File: src/rtl/tcp_server_mc_pkg.sv
// Shared types for the multi-connection TCP server control path:
// per-slot state encoding, header flag bundle and response kinds.
package tcp_server_mc_pkg;

  typedef enum logic [2:0] {
    ST_CLOSED      = 3'd0,
    ST_LISTEN      = 3'd1,
    ST_SYN_RCVD    = 3'd2,
    ST_ESTABLISHED = 3'd3,
    ST_FLUSH       = 3'd4,
    ST_RST_RCVD    = 3'd5
  } conn_state_t;

  typedef struct packed {
    logic syn;
    logic ack;
    logic fin;
    logic rst;
  } tcp_flags_t;

  typedef enum logic [2:0] {
    RSP_NONE   = 3'd0,
    RSP_SYNACK = 3'd1,
    RSP_ACK    = 3'd2,
    RSP_FINACK = 3'd3,
    RSP_RST    = 3'd4
  } resp_kind_t;

  function automatic tcp_flags_t resp_flags(input resp_kind_t kind);
    tcp_flags_t f;
    f = '0;
    case (kind)
      RSP_SYNACK: begin f.syn = 1'b1; f.ack = 1'b1; end
      RSP_ACK:    f.ack = 1'b1;
      RSP_FINACK: begin f.fin = 1'b1; f.ack = 1'b1; end
      RSP_RST:    f.rst = 1'b1;
      default:    f = '0;
    endcase
    return f;
  endfunction

endpackage

File: src/rtl/tcp_conn_slot.sv
// One server connection slot: state, rcv_nxt, snd_nxt and flush timer, plus the
// response each candidate rx segment or host command would produce this cycle.
module tcp_conn_slot
  import tcp_server_mc_pkg::*;
#(
  parameter int unsigned SLOT          = 0,
  parameter int unsigned SEQ_W         = 32,
  parameter int unsigned LEN_W         = 16,
  parameter logic [31:0] ISN_BASE      = 32'h1000_0000,
  parameter logic [31:0] ISN_STRIDE    = 32'h0100_0000,
  parameter int unsigned FLUSH_CYCLES  = 8,
  parameter int unsigned AUTO_RELISTEN = 1
) (
  input  logic             clk,
  input  logic             rst,
  input  logic             rx_en,
  input  tcp_flags_t       rx_flags,
  input  logic [SEQ_W-1:0] rx_seq,
  input  logic [SEQ_W-1:0] rx_ack_num,
  input  logic [LEN_W-1:0] rx_len,
  input  logic             cmd_en,
  input  logic             cmd_close,
  output conn_state_t      state,
  output resp_kind_t       rx_kind,
  output logic [SEQ_W-1:0] rx_rsp_seq,
  output logic [SEQ_W-1:0] rx_rsp_ack,
  output resp_kind_t       cmd_kind,
  output logic [SEQ_W-1:0] cmd_rsp_seq,
  output logic [SEQ_W-1:0] cmd_rsp_ack
);

  localparam int unsigned      CNT_W      = (FLUSH_CYCLES > 1) ? $clog2(FLUSH_CYCLES) : 1;
  localparam logic [63:0]      ISN_WIDE   = 64'(ISN_BASE) + 64'(ISN_STRIDE) * 64'(SLOT);
  localparam logic [SEQ_W-1:0] ISN        = SEQ_W'(ISN_WIDE);
  localparam logic [CNT_W-1:0] FLUSH_LOAD = CNT_W'(FLUSH_CYCLES - 1);
  localparam conn_state_t      EXIT_ST    = (AUTO_RELISTEN != 0) ? ST_LISTEN : ST_CLOSED;

  logic [SEQ_W-1:0] rcv_nxt, snd_nxt, len_ext;
  logic [CNT_W-1:0] flush_cnt, n_cnt;
  conn_state_t      rx_state, cmd_state, n_state;
  logic [SEQ_W-1:0] rx_rcv, rx_snd, cmd_snd, n_rcv, n_snd;

  assign len_ext = SEQ_W'(rx_len);

  always_comb begin
    rx_kind    = RSP_NONE;
    rx_rsp_seq = rx_ack_num;
    rx_rsp_ack = '0;
    rx_state   = state;
    rx_rcv     = rcv_nxt;
    rx_snd     = snd_nxt;
    case (state)
      ST_CLOSED: if (!rx_flags.rst) rx_kind = RSP_RST;
      ST_LISTEN: begin
        if (rx_flags.syn && !rx_flags.ack && !rx_flags.rst) begin
          rx_state   = ST_SYN_RCVD;
          rx_rcv     = rx_seq + 1'b1;
          rx_snd     = ISN + 1'b1;
          rx_kind    = RSP_SYNACK;
          rx_rsp_seq = ISN;
          rx_rsp_ack = rx_seq + 1'b1;
        end else if (rx_flags.ack) begin
          rx_kind = RSP_RST;
        end
      end
      ST_SYN_RCVD: begin
        if (rx_flags.rst) rx_state = ST_RST_RCVD;
        else if (rx_flags.ack) begin
          if (rx_ack_num == snd_nxt) rx_state = ST_ESTABLISHED;
          else                       rx_kind  = RSP_RST;
        end
      end
      ST_ESTABLISHED: begin
        rx_rsp_seq = snd_nxt;
        rx_rsp_ack = rcv_nxt;
        if (rx_flags.rst) begin
          rx_state = ST_RST_RCVD;
        end else if (rx_seq != rcv_nxt) begin
          rx_kind = RSP_ACK;
        end else if (rx_flags.fin) begin
          rx_rcv     = rcv_nxt + len_ext + 1'b1;
          rx_rsp_ack = rcv_nxt + len_ext + 1'b1;
          rx_snd     = snd_nxt + 1'b1;
          rx_kind    = RSP_FINACK;
          rx_state   = ST_FLUSH;
        end else if (rx_len != '0) begin
          rx_rcv     = rcv_nxt + len_ext;
          rx_rsp_ack = rcv_nxt + len_ext;
          rx_kind    = RSP_ACK;
        end
      end
      ST_FLUSH: if (rx_flags.rst) rx_state = ST_RST_RCVD;
      default: ;
    endcase
  end

  always_comb begin
    cmd_kind    = RSP_NONE;
    cmd_rsp_seq = snd_nxt;
    cmd_rsp_ack = '0;
    cmd_state   = state;
    cmd_snd     = snd_nxt;
    case (state)
      ST_CLOSED: if (!cmd_close) cmd_state = ST_LISTEN;
      ST_LISTEN: if (cmd_close) cmd_state = ST_CLOSED;
      ST_SYN_RCVD: if (cmd_close) begin
        cmd_kind  = RSP_RST;
        cmd_state = ST_CLOSED;
      end
      ST_ESTABLISHED: if (cmd_close) begin
        cmd_kind    = RSP_FINACK;
        cmd_rsp_ack = rcv_nxt;
        cmd_snd     = snd_nxt + 1'b1;
        cmd_state   = ST_FLUSH;
      end
      default: ;
    endcase
  end

  // rx and cmd never target the same slot in one cycle; timed exits from
  // FLUSH/RST_RCVD apply unless an accepted segment moved the slot elsewhere.
  always_comb begin
    n_state = state;
    n_rcv   = rcv_nxt;
    n_snd   = snd_nxt;
    if (rx_en) begin
      n_state = rx_state;
      n_rcv   = rx_rcv;
      n_snd   = rx_snd;
    end else if (cmd_en) begin
      n_state = cmd_state;
      n_snd   = cmd_snd;
    end
    if (state == ST_FLUSH && n_state == ST_FLUSH && flush_cnt == '0) n_state = EXIT_ST;
    if (state == ST_RST_RCVD) n_state = EXIT_ST;

    n_cnt = flush_cnt;
    if (n_state == ST_FLUSH && state != ST_FLUSH)      n_cnt = FLUSH_LOAD;
    else if (state == ST_FLUSH && flush_cnt != '0)     n_cnt = flush_cnt - 1'b1;
  end

  always_ff @(posedge clk or posedge rst) begin
    if (rst) begin
      state     <= ST_CLOSED;
      rcv_nxt   <= '0;
      snd_nxt   <= '0;
      flush_cnt <= '0;
    end else begin
      state     <= n_state;
      rcv_nxt   <= n_rcv;
      snd_nxt   <= n_snd;
      flush_cnt <= n_cnt;
    end
  end

endmodule

File: src/rtl/tcp_server_mc.sv
// Multi-connection TCP server control: routes rx segments and host commands to
// per-slot FSMs and registers the single winning response header.
module tcp_server_mc
  import tcp_server_mc_pkg::*;
#(
  parameter int unsigned NUM_CONN      = 4,
  parameter int unsigned SEQ_W         = 32,
  parameter int unsigned LEN_W         = 16,
  parameter logic [31:0] ISN_BASE      = 32'h1000_0000,
  parameter logic [31:0] ISN_STRIDE    = 32'h0100_0000,
  parameter int unsigned FLUSH_CYCLES  = 8,
  parameter int unsigned AUTO_RELISTEN = 1,
  localparam int unsigned CONN_W       = (NUM_CONN > 1) ? $clog2(NUM_CONN) : 1
) (
  input  logic                  clk,
  input  logic                  rst,
  input  logic                  cmd_valid,
  output logic                  cmd_ready,
  input  logic [CONN_W-1:0]     cmd_conn,
  input  logic                  cmd_close,
  input  logic                  rx_valid,
  output logic                  rx_ready,
  input  logic [CONN_W-1:0]     rx_conn,
  input  logic                  rx_syn,
  input  logic                  rx_ack,
  input  logic                  rx_fin,
  input  logic                  rx_rst,
  input  logic [SEQ_W-1:0]      rx_seq,
  input  logic [SEQ_W-1:0]      rx_ack_num,
  input  logic [LEN_W-1:0]      rx_len,
  output logic                  tx_valid,
  input  logic                  tx_ready,
  output logic [CONN_W-1:0]     tx_conn,
  output logic                  tx_syn,
  output logic                  tx_ack,
  output logic                  tx_fin,
  output logic                  tx_rst,
  output logic [SEQ_W-1:0]      tx_seq,
  output logic [SEQ_W-1:0]      tx_ack_num,
  output logic [3*NUM_CONN-1:0] conn_state
);

  tcp_flags_t       rx_flags;
  conn_state_t      slot_state   [NUM_CONN];
  resp_kind_t       slot_rx_kind [NUM_CONN];
  resp_kind_t       slot_cmd_kind[NUM_CONN];
  logic [SEQ_W-1:0] slot_rx_seq  [NUM_CONN];
  logic [SEQ_W-1:0] slot_rx_ack  [NUM_CONN];
  logic [SEQ_W-1:0] slot_cmd_seq [NUM_CONN];
  logic [SEQ_W-1:0] slot_cmd_ack [NUM_CONN];

  resp_kind_t rx_sel_kind, cmd_sel_kind;
  logic       rx_fire, cmd_fire, rx_wants_tx, cmd_wants_tx;

  assign rx_flags     = '{syn: rx_syn, ack: rx_ack, fin: rx_fin, rst: rx_rst};
  assign rx_sel_kind  = slot_rx_kind[rx_conn];
  assign cmd_sel_kind = slot_cmd_kind[cmd_conn];
  assign rx_wants_tx  = (rx_sel_kind != RSP_NONE);
  assign cmd_wants_tx = (cmd_sel_kind != RSP_NONE);

  assign rx_ready  = !tx_valid || tx_ready;
  assign rx_fire   = rx_valid && rx_ready;
  // A command stalls behind an rx segment to its own slot, or behind any rx
  // segment that claims the tx register in the same cycle.
  assign cmd_ready = rx_ready
                  && !(rx_valid && (rx_conn == cmd_conn))
                  && !(rx_valid && rx_wants_tx && cmd_wants_tx);
  assign cmd_fire  = cmd_valid && cmd_ready;

  for (genvar k = 0; k < NUM_CONN; k++) begin : g_slot
    tcp_conn_slot #(
      .SLOT          (k),
      .SEQ_W         (SEQ_W),
      .LEN_W         (LEN_W),
      .ISN_BASE      (ISN_BASE),
      .ISN_STRIDE    (ISN_STRIDE),
      .FLUSH_CYCLES  (FLUSH_CYCLES),
      .AUTO_RELISTEN (AUTO_RELISTEN)
    ) u_slot (
      .clk         (clk),
      .rst         (rst),
      .rx_en       (rx_fire && (rx_conn == CONN_W'(k))),
      .rx_flags    (rx_flags),
      .rx_seq      (rx_seq),
      .rx_ack_num  (rx_ack_num),
      .rx_len      (rx_len),
      .cmd_en      (cmd_fire && (cmd_conn == CONN_W'(k))),
      .cmd_close   (cmd_close),
      .state       (slot_state[k]),
      .rx_kind     (slot_rx_kind[k]),
      .rx_rsp_seq  (slot_rx_seq[k]),
      .rx_rsp_ack  (slot_rx_ack[k]),
      .cmd_kind    (slot_cmd_kind[k]),
      .cmd_rsp_seq (slot_cmd_seq[k]),
      .cmd_rsp_ack (slot_cmd_ack[k])
    );
  end

  always_comb begin
    conn_state = '0;
    for (int unsigned k = 0; k < NUM_CONN; k++) conn_state[3*k +: 3] = slot_state[k];
  end

  always_ff @(posedge clk or posedge rst) begin
    if (rst) begin
      tx_valid   <= 1'b0;
      tx_conn    <= '0;
      tx_syn     <= 1'b0;
      tx_ack     <= 1'b0;
      tx_fin     <= 1'b0;
      tx_rst     <= 1'b0;
      tx_seq     <= '0;
      tx_ack_num <= '0;
    end else if (rx_ready) begin
      if (rx_fire && rx_wants_tx) begin
        tx_valid                         <= 1'b1;
        tx_conn                          <= rx_conn;
        {tx_syn, tx_ack, tx_fin, tx_rst} <= resp_flags(rx_sel_kind);
        tx_seq                           <= slot_rx_seq[rx_conn];
        tx_ack_num                       <= slot_rx_ack[rx_conn];
      end else if (cmd_fire && cmd_wants_tx) begin
        tx_valid                         <= 1'b1;
        tx_conn                          <= cmd_conn;
        {tx_syn, tx_ack, tx_fin, tx_rst} <= resp_flags(cmd_sel_kind);
        tx_seq                           <= slot_cmd_seq[cmd_conn];
        tx_ack_num                       <= slot_cmd_ack[cmd_conn];
      end else begin
        tx_valid <= 1'b0;
      end
    end
  end

endmodule

File: config.mk
export PLATFORM = sky130hd
export DESIGN_NAME = tcp_server_mc
export DESIGN_NICKNAME = d
export VERILOG_FILES = /design/src/rtl/tcp_server_mc_pkg.sv /design/src/rtl/tcp_conn_slot.sv /design/src/rtl/tcp_server_mc.sv
export SDC_FILE = /design/constraint.sdc
export NUM_CORES = 2
export LEC_CHECK = 0
export ABC_CLOCK_PERIOD_IN_PS = 4800
export CAP_MARGIN = 20
export CORE_MARGIN = 10
export CORE_UTILIZATION = 45
export CTS_CLUSTER_SIZE = 12
export DETAILED_ROUTE_END_ITERATION = 7
export MAX_ROUTING_LAYER = met4
export PLACE_DENSITY = 0.75
export SYNTH_ARGS = -nofsm -noshare
export SYNTH_HDL_FRONTEND = slang
export SYNTH_HIERARCHICAL = 1
export SYNTH_SLANG_ARGS = --single-unit
File: constraint.sdc
create_clock -name clk -period 4.8 [get_ports clk]
set_input_delay 0.96 -clock clk [delete_from_list [all_inputs] [get_ports clk]]
set_output_delay 0.96 -clock clk [all_outputs]
set_load 0.005 [all_outputs]
==> metrics <==
initial antenna violation count=10; P&R area growth vs syn=48.3%; Crit path arrival time=5630 ps; worst r2r dst=tx_ack_num[23]; RR Startpoint=g_slot[0].u_slot/rcv_nxt[0]; DIE AREA=105000 µm²; Total GRT Usage=44.9%; CTS tree=yes; status=finished, violations left; Overflow after GRT=0; GPL Wtd Cong=1.08; Total Wirelength=roughly 240 mm; number of synthesized register bits=approximately 350; syn_nets=5414; CTS Buffer Depth=3; cts bufs inserted=48; final setup fails=52; post-synthesis async set-or-reset flop share=100%; die width=324 µm; CP endpoint=tx_ack_num[31]; crit-path max cell delay=550 ps; unrepaired setup endpoints after global routing=true; Synth Cell Area=41500 µm²; Critical Path Source Type=input port; dpl hpwl=184 mm; Power Total=28.6 mW; YS warnings=6; layout cells sized above 1=38.3%; FF-to-FF setup slack=-180 ps; DR WL/cell=30.3 µm; global-route wire length before repair=about 340 mm; Reg area=roughly 9000 µm²; Worst Path Required=5330 ps; static leakage=27.2 nW; Mapped Cells=approximately 5200; I/O pin cnt=179; Routed Antenna Nets=0; max cap viols=0; R2R depth=17; Synth top area share=21.2%; fill count=7581; Row Count=111; syn_area_per_cell=7.94 µm²; PD cells=between 400 and 500 nW/µm²; maximum vdd drop=0.399 mV; Max Clock Freq=196 MHz; Crit path depth=19; Worst Max-Slew Pin Slew=1090 ps; clock skew=38.0 ps; Buf/Inv on CP=4; Die Y=324 µm; CTS Sinks=351; Worst setup EP type=flop; vias=roughly 52000; vias in the first global route=approximately 48000; Post-synth EDFFs=0; CP Cell Sequence=buf_8 > buf_8 > buf_6 > ha_4 > fa_2 > a211oi_4 > o21ai_4 > buf_6 > a21oi_4 > xor2_2 > nor4b_4 > nand4_1 > or3_4 > or4_4 > xnor2_4 > o21ai_4 > mux4_2 > mux2_4 > mux2_4; Starting Density=45.3%; final-report hold violation count=0; core region area=91700 µm²; Yosys top cell by area=dfrtp_1; Worst Setup SP=rx_len[0]; Placed Cells incl. Taps=about 7600; crit path max fanout=5; worst min path class=reg2reg; Tcrit/Tclk final=106%; Initial DRT Pass Iterations=8; DRC Markers=0; clock root cell=clkbuf_16; Clock H-tree levels=2; Clock Latency Late Sink=660 ps; Worst-path clk slew=around 60 ps; utilization after layout=roughly 67%; failing checks=negative setup slack; post-synthesis sequential area ratio=21.2%; Primary FF master, synth=dfrtp_1; largest net degree at the start of global routing=60; Slew HR=roughly 28%; Crit path max-delay family=simple AND/OR/NAND/NOR gates; CP max-delay cell=or4_4; Final Max Tran Viols=0; Crit Path Category=in2reg; Via density=approximately 6.5; fin cells=approximately 8000; largest cells by area after synthesis=dfrtp_1 21%, xor2_1 9.4%, mux4_2 7.3%; Yosys cell types=132; Final WS setup=-295 ps; area of the multi-input gates=34200 µm²; nets=6896; Final min period=5100 ps; port buffer count=around 180; drt initial violations=approximately 8200
## per-layer routing
metal / track usage [%] / wire [µm] / up-vias
met5: - / 0 / -
met4: 15.9 / 11500 / 0
met3: 19.5 / 40500 / 668
met2: 59.6 / 94500 / 3965
met1: 59.5 / 94100 / 25079
li1: - / - / 22024
## logic make-up (layout without fill, tap and decap cells)
group                    count (synthesis)  count (layout)  share of synthesized area, %
AO/OA/AOI/OAI                         1178            1178                          18.9
buffers and inverters                  456            1974                          4.57
multiplexers                           304             304                          12.4
other                                    0              15                             0
flip-flops                             351             351                          21.2
AND/OR/NAND/NOR                       2216            2216                          26.7
adder cells (fa/ha/maj)                 88              88                          2.72
XOR/XNOR                               639             639                          13.5
## state kept, by name, summed over array words and instances (netlist names)
| name | count |
|---|---|
| tx_syn | 1 |
| g_slot.u_slot/state | 12 |
| tx_valid | 1 |
| tx_fin | 1 |
| tx_ack | 1 |
| tx_rst | 1 |
| tx_conn | 2 |
| g_slot.u_slot/rcv_nxt | 128 |
| g_slot.u_slot/cmd_rsp_seq | 128 |
| g_slot.u_slot/flush_cnt | 12 |
| tx_seq | 32 |
| tx_ack_num | 32 |
## report_power, final
group          internal [mW]  leakage (nW)  total (mW)  switching (mW)
sequential              3.75          4.55        4.88            1.13
clock                   2.09         0.765        3.77            1.68
combinational           9.07          21.9        19.9            10.8
total                   14.9          27.2        28.6            13.6
## area by class of cell
type	count	area share (%)
diodes	15	0.0610
clock buffers	64	2.20
clock inverters	22	0.321
inverters	94	0.579
multi-input cells	4425	55.6
flip-flops and latches	351	14.3
well taps	1186	2.41
repair buffers	1794	24.6
## per-stage QoR
step	area, µm²	setup slack (ps)	hold WS [ps]	TNS (ps)
after global routing	61600	-363	525	-11190
final	61600	-295	510	-6010
after CTS	59500	-208	508	-1610
after floorplan	41700	-224	477	-1250
after global placement	54800	-1730	474	-260520
after detailed placement	54800	-1800	493	-267280
## placed cells by master (no fill, tap or decap), types with 108 or more instances in the layout
cell and count:
nand2_1 689, and2_1 136, mux4_2 134, xnor2_1 176
nand3_1 215, a21oi_1 199, nor2_1 400, nand4_1 108
xor2_1 406, buf_4 1458, dfrtp_1 350, o21ai_0 266
## synthesized netlist by cell type, drive strengths merged (57+ instances only)
library cell and number:
nand4 111, buf 102, xor2 448, o211ai 72
nor4 130, ha 84, nor3 125, inv 89
nand3 235, xnor2 191, and2 143, o21a 57
dfrtp 351, mux2 147, nand2 717, a21oi 244
mux4 134, nor2 441, o21ai 365, and3 101
clkbuf 260
## worst min-delay path by stage
| stage | from | endpoint | depth (start not counted) | slack [ps] |
|---|---|---|---|---|
| 3_5_place_dp | tx_seq[3] | tx_seq[3] | 1 | 490 |
| 6_report | tx_seq[23] | tx_seq[23] | 1 | 510 |
| 3_3_place_gp | tx_seq[3] | tx_seq[3] | 1 | 470 |
| 5_1_grt | tx_seq[3] | tx_seq[3] | 1 | 530 |
| 4_1_cts | tx_seq[3] | tx_seq[3] | 1 | 510 |
| 2_1_floorplan | g_slot[3].u_slot/flush_cnt[1] | g_slot[3].u_slot/flush_cnt[1] | 2 | 480 |
## timing repair
action,CTS,global route
gates resized for setup,547,372
gates cloned,3,1
endpoints found under the setup margin,198,139
hold buffers,0,0
buffers inserted,136,89
pin swaps,187,226
(Power assumes the default switching activity.)
